<file path="config.mk">
export PLATFORM = sky130hd
export DESIGN_NAME = hazard_ctrl_unit
export DESIGN_NICKNAME = d
export VERILOG_FILES = /design/src/rtl/hazard_ctrl_unit.sv
export SDC_FILE = /design/constraint.sdc
export NUM_CORES = 1
export LEC_CHECK = 0
export ABC_AREA = 1
export CAP_MARGIN = 20
export CORE_MARGIN = 4
export CORE_UTILIZATION = 37
export DETAILED_ROUTE_END_ITERATION = 8
export GPL_ROUTABILITY_DRIVEN = 0
export MAX_ROUTING_LAYER = met4
export PLACE_DENSITY = 0.81
export REMOVE_ABC_BUFFERS = 1
export SETUP_SLACK_MARGIN = 0.15
export SLEW_MARGIN = 0
export SYNTH_ARGS = -nofsm -noshare
export SYNTH_HDL_FRONTEND = slang
export SYNTH_SLANG_ARGS = --single-unit
export TNS_END_PERCENT = 20
</file>
<file path="constraint.sdc">
create_clock -name CLK -period 2.3 [get_ports CLK]
set_clock_uncertainty 0.15 [all_clocks]
set_input_delay 0.69 -clock CLK [delete_from_list [all_inputs] [get_ports CLK]]
set_output_delay 0.69 -clock CLK [all_outputs]
set_load 0.02 [all_outputs]
</file>
<file path="src/rtl/hazard_ctrl_unit.sv">
// rtl/hazard_ctrl_unit.sv - hazard, forwarding and memory-wait sequencing for a 5-stage RV32I pipeline
//
// Ports:
//   CLK, RST                  clock (rising edge), asynchronous active-high reset
//   Rs1D/Rs2D, Rs1E/Rs2E      source register indices in D and E
//   RdE/RdM/RdW               destination register indices in E/M/W
//   RegWriteM/RegWriteW       destination write enables in M/W
//   ResultSrcE                E-stage result select (2'b01 = load)
//   PCSrcE                    branch taken / jump in E
//   MemReqM/MemReadyM         M-stage memory request and acknowledge
//   StallF/D/E/M              hold PC, IF-ID, ID-EX, EX-MEM
//   FlushD/E/W                bubble into IF-ID, ID-EX, MEM-WB
//   ForwardAE/ForwardBE       00 regfile, 01 from W, 10 from M
//   MemTimeout                sticky memory wait fault
// Optional (HAZARD_PERF_CNT_EN): LwStallCnt, FlushCnt, MemWaitCnt saturating counters.
module hazard_ctrl_unit #(
  parameter int REG_ADDR_W  = 5,
  parameter int MEM_TIMEOUT = 15
`ifdef HAZARD_PERF_CNT_EN
  ,
  parameter int CNT_W       = 32
`endif
) (
  input  logic                  CLK,
  input  logic                  RST,
  input  logic [REG_ADDR_W-1:0] Rs1D,
  input  logic [REG_ADDR_W-1:0] Rs2D,
  input  logic [REG_ADDR_W-1:0] Rs1E,
  input  logic [REG_ADDR_W-1:0] Rs2E,
  input  logic [REG_ADDR_W-1:0] RdE,
  input  logic [REG_ADDR_W-1:0] RdM,
  input  logic [REG_ADDR_W-1:0] RdW,
  input  logic                  RegWriteM,
  input  logic                  RegWriteW,
  input  logic [1:0]            ResultSrcE,
  input  logic                  PCSrcE,
  input  logic                  MemReqM,
  input  logic                  MemReadyM,
  output logic                  StallF,
  output logic                  StallD,
  output logic                  StallE,
  output logic                  StallM,
  output logic                  FlushD,
  output logic                  FlushE,
  output logic                  FlushW,
  output logic [1:0]            ForwardAE,
  output logic [1:0]            ForwardBE,
  output logic                  MemTimeout
`ifdef HAZARD_PERF_CNT_EN
  ,
  output logic [CNT_W-1:0]      LwStallCnt,
  output logic [CNT_W-1:0]      FlushCnt,
  output logic [CNT_W-1:0]      MemWaitCnt
`endif
);

  localparam int CW = (MEM_TIMEOUT < 1) ? 1 : $clog2(MEM_TIMEOUT + 1);
  localparam logic [CW-1:0] TMO_VAL = CW'(MEM_TIMEOUT);
  localparam bit TMO_EN = (MEM_TIMEOUT != 0);

  typedef enum logic [1:0] {S_RUN, S_WAIT, S_FAULT} state_t;

  state_t        state, state_nx;
  logic [CW-1:0] cnt, cnt_nx;
  logic          lw_stall;
  logic          mem_stall;

  assign lw_stall = (ResultSrcE == 2'b01) && (RdE != '0) && ((RdE == Rs1D) || (RdE == Rs2D));

  // In WAIT the pipeline is released in the same cycle ready arrives, so the
  // WAIT term is qualified by !MemReadyM; FAULT freezes unconditionally.
  assign mem_stall = (MemReqM && !MemReadyM) ||
                     ((state == S_WAIT) && !MemReadyM) ||
                     (state == S_FAULT);

  always_ff @(posedge CLK or posedge RST) begin
    if (RST) begin
      state <= S_RUN;
      cnt   <= '0;
    end else begin
      state <= state_nx;
      cnt   <= cnt_nx;
    end
  end

  always_comb begin
    state_nx = state;
    cnt_nx   = cnt;
    case (state)
      S_RUN: begin
        if (MemReqM && !MemReadyM) begin
          state_nx = S_WAIT;
          cnt_nx   = CW'(1);
        end
      end
      S_WAIT: begin
        if (MemReadyM) begin
          state_nx = S_RUN;
          cnt_nx   = '0;
        end else if (TMO_EN && (cnt == TMO_VAL)) begin
          state_nx = S_FAULT;
        end else if (cnt != '1) begin
          // Saturate rather than wrap when the timeout is disabled.
          cnt_nx = cnt + CW'(1);
        end
      end
      S_FAULT: begin
        state_nx = S_FAULT;
      end
      default: begin
        state_nx = S_RUN;
        cnt_nx   = '0;
      end
    endcase
  end

  always_comb begin
    StallF     = 1'b0;
    StallD     = 1'b0;
    StallE     = 1'b0;
    StallM     = 1'b0;
    FlushD     = 1'b0;
    FlushE     = 1'b0;
    FlushW     = 1'b0;
    ForwardAE  = 2'b00;
    ForwardBE  = 2'b00;
    MemTimeout = (state == S_FAULT);
    if (RST) begin
      FlushD     = 1'b1;
      FlushE     = 1'b1;
      FlushW     = 1'b1;
      MemTimeout = 1'b0;
    end else begin
      if (RegWriteM && (RdM != '0) && (RdM == Rs1E))      ForwardAE = 2'b10;
      else if (RegWriteW && (RdW != '0) && (RdW == Rs1E)) ForwardAE = 2'b01;
      if (RegWriteM && (RdM != '0) && (RdM == Rs2E))      ForwardBE = 2'b10;
      else if (RegWriteW && (RdW != '0) && (RdW == Rs2E)) ForwardBE = 2'b01;

      if (mem_stall) begin
        // E is held, so redirect and load-use are re-evaluated on release.
        StallF = 1'b1;
        StallD = 1'b1;
        StallE = 1'b1;
        StallM = 1'b1;
        FlushW = 1'b1;
      end else begin
        StallF = lw_stall;
        StallD = lw_stall;
        FlushD = PCSrcE;
        FlushE = lw_stall || PCSrcE;
      end
    end
  end

`ifdef HAZARD_PERF_CNT_EN
  always_ff @(posedge CLK or posedge RST) begin
    if (RST) begin
      LwStallCnt <= '0;
      FlushCnt   <= '0;
      MemWaitCnt <= '0;
    end else begin
      if (!mem_stall && lw_stall && (LwStallCnt != '1)) LwStallCnt <= LwStallCnt + CNT_W'(1);
      if (!mem_stall && PCSrcE && (FlushCnt != '1))     FlushCnt   <= FlushCnt + CNT_W'(1);
      if (mem_stall && (MemWaitCnt != '1))              MemWaitCnt <= MemWaitCnt + CNT_W'(1);
    end
  end
`endif

endmodule
</file>
* Yosys cells after proc, flatten, opt, wreduce, memory -nomap -nowiden
Index checks and enable logic that the tools add are counted.
Word-level totals: output and inout port bits 12, bits of input ports 44, register bits 6, word-level logic and storage cells 65
Cells by class: eq/ne operators 15, bitwise gates (word level) 1, add/subtract/negate cells 1, reductions and logical operators 21, muxes and demuxes 25
Operators with widths (count):
- 5-bit == test | 6
- 4-bit 2-to-1 mux | 4
- 5-bit nonzero test | 3
- 2-bit 2-to-1 mux | 7
- 1-bit 2-to-1 mux | 12
- 4-bit case mux with 3 select lines | 1
- 1-bit logical AND | 10
- 3-bit by 2-bit inequality test with 1-bit output (second input constant) | 2
- 2-bit case mux with 3 select lines | 1
- 4-bit by 1-bit adder with 4-bit output (second input constant) | 1
- 2-bit by 1-bit == test with 1-bit output (second input constant) | 2
- 4-bit == test (second input constant) | 1
- 1-bit logical OR | 4
- 4-bit inequality test (second input constant) | 1
- 4-bit AND reduction | 1
- 3-bit inequality test (second input constant) | 1
- 2-bit == test (second input constant) | 1
- 2-bit logical NOT | 1
- 2-bit inequality test (second input constant) | 1
- 2-bit AND reduction | 1
- 1-bit logical NOT | 1
- 1-bit NOT | 1

* Depth between registers and ports, before layout
Gate-level depths: netlist of run 1.
depth after elaboration 6, depth in mapped cells 9, depth with buffers taken out 8

* Least setup slack after synthesis of run 1
Ideal clock, no wire load.
path kind input port to output port, start input RdE[2], end output StallF, path buffers 1, path slack -0.006 ns, stages 9, arrival time 1.466 ns, cell sequence inv_1 nand2_1 nand2_1 nor2_1 nand3_1 nand2_1 nand3_1 nand2_1 buf_4
On the way: word-level cells in the longest chain between the ends 5
RTL lines:
- from (decl) | line 30 | input logic [REG_ADDR_W-1:0] RdE,
- 5-bit == test or 5-bit nonzero test (tied branches) | line 68 | assign lw_stall = (ResultSrcE == 2'b01) && (RdE != '0) && ((RdE == Rs1D) || (RdE == Rs2D));
- 1-bit logical OR or 1-bit logical AND (tied branches) | line 68
- 1-bit logical AND (*) | line 68
- 1-bit 2-to-1 mux (*) (2 in series)
- to (decl) | line 39 | output logic StallF,
Mark *: on every way between the ends. The rest lies on a longest branch, timed or not.

* Worst setup path after layout of run 1
start input Rs2E[1], end output ForwardBE[1]
On the way: word-level cells in the longest chain between the ends 4
RTL lines:
- from (decl) | line 29 | input logic [REG_ADDR_W-1:0] Rs2E,
- 5-bit == test | line 136 | if (RegWriteM && (RdM != '0) && (RdM == Rs2E)) ForwardBE = 2'b10;
- 1-bit logical AND | line 136
- 2-bit 2-to-1 mux | line 136
- 2-bit 2-to-1 mux | line 128 | if (RST) begin
- to (decl) | line 47 | output logic [1:0] ForwardBE,
Every way passes these cells.

==> results.yml, run 1 <==
global_route:
  grt_pass1_vias: 1231
  track_usage_pct: 20.1
  grt_pass1_wl_um: 5060
  grt-ovfl-total: 0
  grt_max_degree: 8
  grt_antenna_before_repair: 0
route:
  drc: 0
  ant_nets: 0
  drt_pass1_iterations: 4
  drt_iter0_drc: 28
  wl_per_cell_um: 13.1
  totalWireLength_um: 3320
  vias: 1223
  routed_via_density: 4.83
clocking:
  cts_hold_buf: 0
  clockBufferDepth: 2
  cts_made_buffers: 3
  clock_latency_ns: 0.26
  tritoncts: "yes"
  htreeDepth: 1
  postCtsSetupBuffers: 0
  clock-sinks: 6
  root_buffer: "clkbuf_4"
  clkTransAtPathRegs_ns: 0.05
sta:
  drv_slew: 0
  slew-limit-headroom_pct: 86.4
  setup_viol: 7
  rsz0062_at_grt: "true"
  finalWorstSetupSlack_ns: -0.178
  fmax_ghz: 0.404
  fin_crit_sh_pct: 108
  final-hold-violation-count: 0
  worst_pin_slew_ns: 0.203
  fin_crit_ns: 2.48
setup_path:
  cp_top_family: "simple AND/OR/NAND/NOR gates"
  endpoint_kind: "primary output"
  crit_required_ns: 1.46
  r2r_start: "cnt[0]"
  path_max_fanout: 2
  cpMaxStageDelayCell: "xnor2_1"
  crit_path_max_incr_delay_ns: 0.22
  path_buf_inv: 2
  crit_top_cell: "nand2_1"
  worst-setup-path-type: "in2out"
  start_kind: "primary input"
  crit_chain: "buf_2 -> xnor2_1 -> nand2_1 -> nor2_2 -> nand2_1 -> nor2_1 -> buf_4"
  startpoint: "Rs2E[1]"
  cp.arrival_ns: 1.64
die:
  ios: 56
  design.core.area_um2: 2300
  die_x_um: 58.2
  die-area_um2: 3380
  placementRows: 17
  initial_core_util_pct: 40.5
  die_y_um: 58.2
placement:
  dp_hpwl_um: 2530
  post-place-ws_ns: -1.00
  portBuffers: 55
  dpl.cell_count: 250
  dpl_cell_area_um2: 1590
worst_hold_path:
  hold_path.startpoint: "cnt[2]"
  min_path_type: "reg2reg"
synthesis:
  ys_ff_latch: 6
  ys.warnings.count: 0
  yosysSeqAreaShare_pct: 16.1
  ys_types: 23
  postSynthCellCount: 157
  synth_area_um2: 931
  postSynthAreaPerCell_um2: 5.93
final_layout:
  num-fill-cells: 171
  n_antenna_cell: 0
  syn_to_final_growth_pct: 91.7
  layout.cells.non_filler: 253
  drive_gt1_share_pct: 53.8
  stdcell_area_um2: 1780
  fin_nets: 272
  final_util_pct: 77.7
power:
  irDropWorstVdd_mv: 0.387
  powerDensity_nw_per_um2: 420
  total_power_w: 0.000750
  p_leak_nw: 0.940
run_status:
  violations: "setup timing"
  status: "complete, but fails checks"
flow_run:
  cap_violations: 0
[logic make-up after synthesis]
group           Yosys count  share of synthesized area [%]
compound gates            8                           5.78
fa+ha+maj                 1                           1.34
simple gates             93                           44.4
buf+inv                  27                           11.7
xor+xnor                 22                           20.7
flops                     6                           16.1
[sequential cells by signal, summed over array words and instances (netlist names)]
| signal | flops |
|---|---|
| cnt | 4 |
| state | 2 |
[cell type report]
class / instances / area [µm²] / share of cell area (%)
multi-input combinational: 124 / 871 / 48.8
sequential: 6 / 150 / 8.42
timing repair buffer: 67 / 609 / 34.2
tap: 28 / 35.0 / 1.96
inverter: 25 / 96.3 / 5.40
clock buffer: 3 / 22.5 / 1.26
[stage by stage]
step	hold slack, ns	setup TNS [ns]
after CTS	0.381	-0.385
after global placement	0.358	-10.21
final	0.383	-0.482
after detailed placement	0.369	-10.67
after global routing	0.438	-0.984
after floorplan	0.328	0
[final timing paths]
check | end | slack [ns] | cells after the start
worst min-delay path | cnt[2] | 0.38 | 2
min in group asynchronous | cnt[2] | 0.49 | 3
worst max-delay path | ForwardBE[1] | -0.18 | 7
max in group asynchronous | cnt[0] | 1.41 | 3
worst min register to register | cnt[2] | 0.38 | 2
worst max register to register | cnt[0] | 0.90 | 7
[cells in the mapped netlist (all sizes together)]
master	number	area [µm²]
o2bb2ai	1	8.76
or2	1	6.26
nor3	2	21.3
a21oi	2	10.0
o21a	1	7.51
inv	25	93.8
nand4	3	18.8
ha	1	12.5
nand3	11	72.6
buf	2	15.0
o21ai	4	27.5
xnor2	21	184
nand3b	1	7.51
nor2	26	97.6
xor2	1	8.76
dfrtp	6	150
nand2	49	189
[routing by layer]
metal	part of all wire, %	global-route usage (%)	wire [µm]	vias up
li1	-	-	-	617
met1	36	18.8	1180	541
met2	54	38.4	1780	56
met3	8.0	4.90	266	9
met4	2.7	8.61	89	0
met5	0	-	0	-
[cells in the final DEF, fill, tap and decap left out, drive strengths merged, types with 2 or more instances in the layout]
cell,Yosys,layout
buf,2,60
nand2,49,49
nor2,26,26
inv,25,25
xnor2,21,21
nand3,11,11
dfrtp,6,6
dlygate4sd2,0,4
o21ai,4,4
nand4,3,3
clkbuf,0,3
nor3,2,2
a21oi,2,2
clkdlybuf4s15,0,2
[repair_timing]
action,CTS,global route
endpoints found under the setup margin,12,12
gates resized for setup,274,41
pin swaps,63,25
[worst min-delay path: stages, from the launching register on]
cell and delay, ns:
dfrtp_1 0.38, nand2_1 0.07, nand2_1 0.05
[report_power, final]
part	internal (W)	leakage, nW	switching (W)
Combinational	0.000236	0.848	0.000243
Clock	0.0000594	0.0138	0.0000436
Sequential	0.000137	0.0789	0.0000302
Total	0.000433	0.940	0.000317
(Power assumes the default switching activity.)
==> run 2, diff against run 1 <==
Settings changed: CTS_CLUSTER_DIAMETER set to 30.
==> results of run 2 <==
Same layout as run 1: the final DEF is identical, and so are final timing and power.
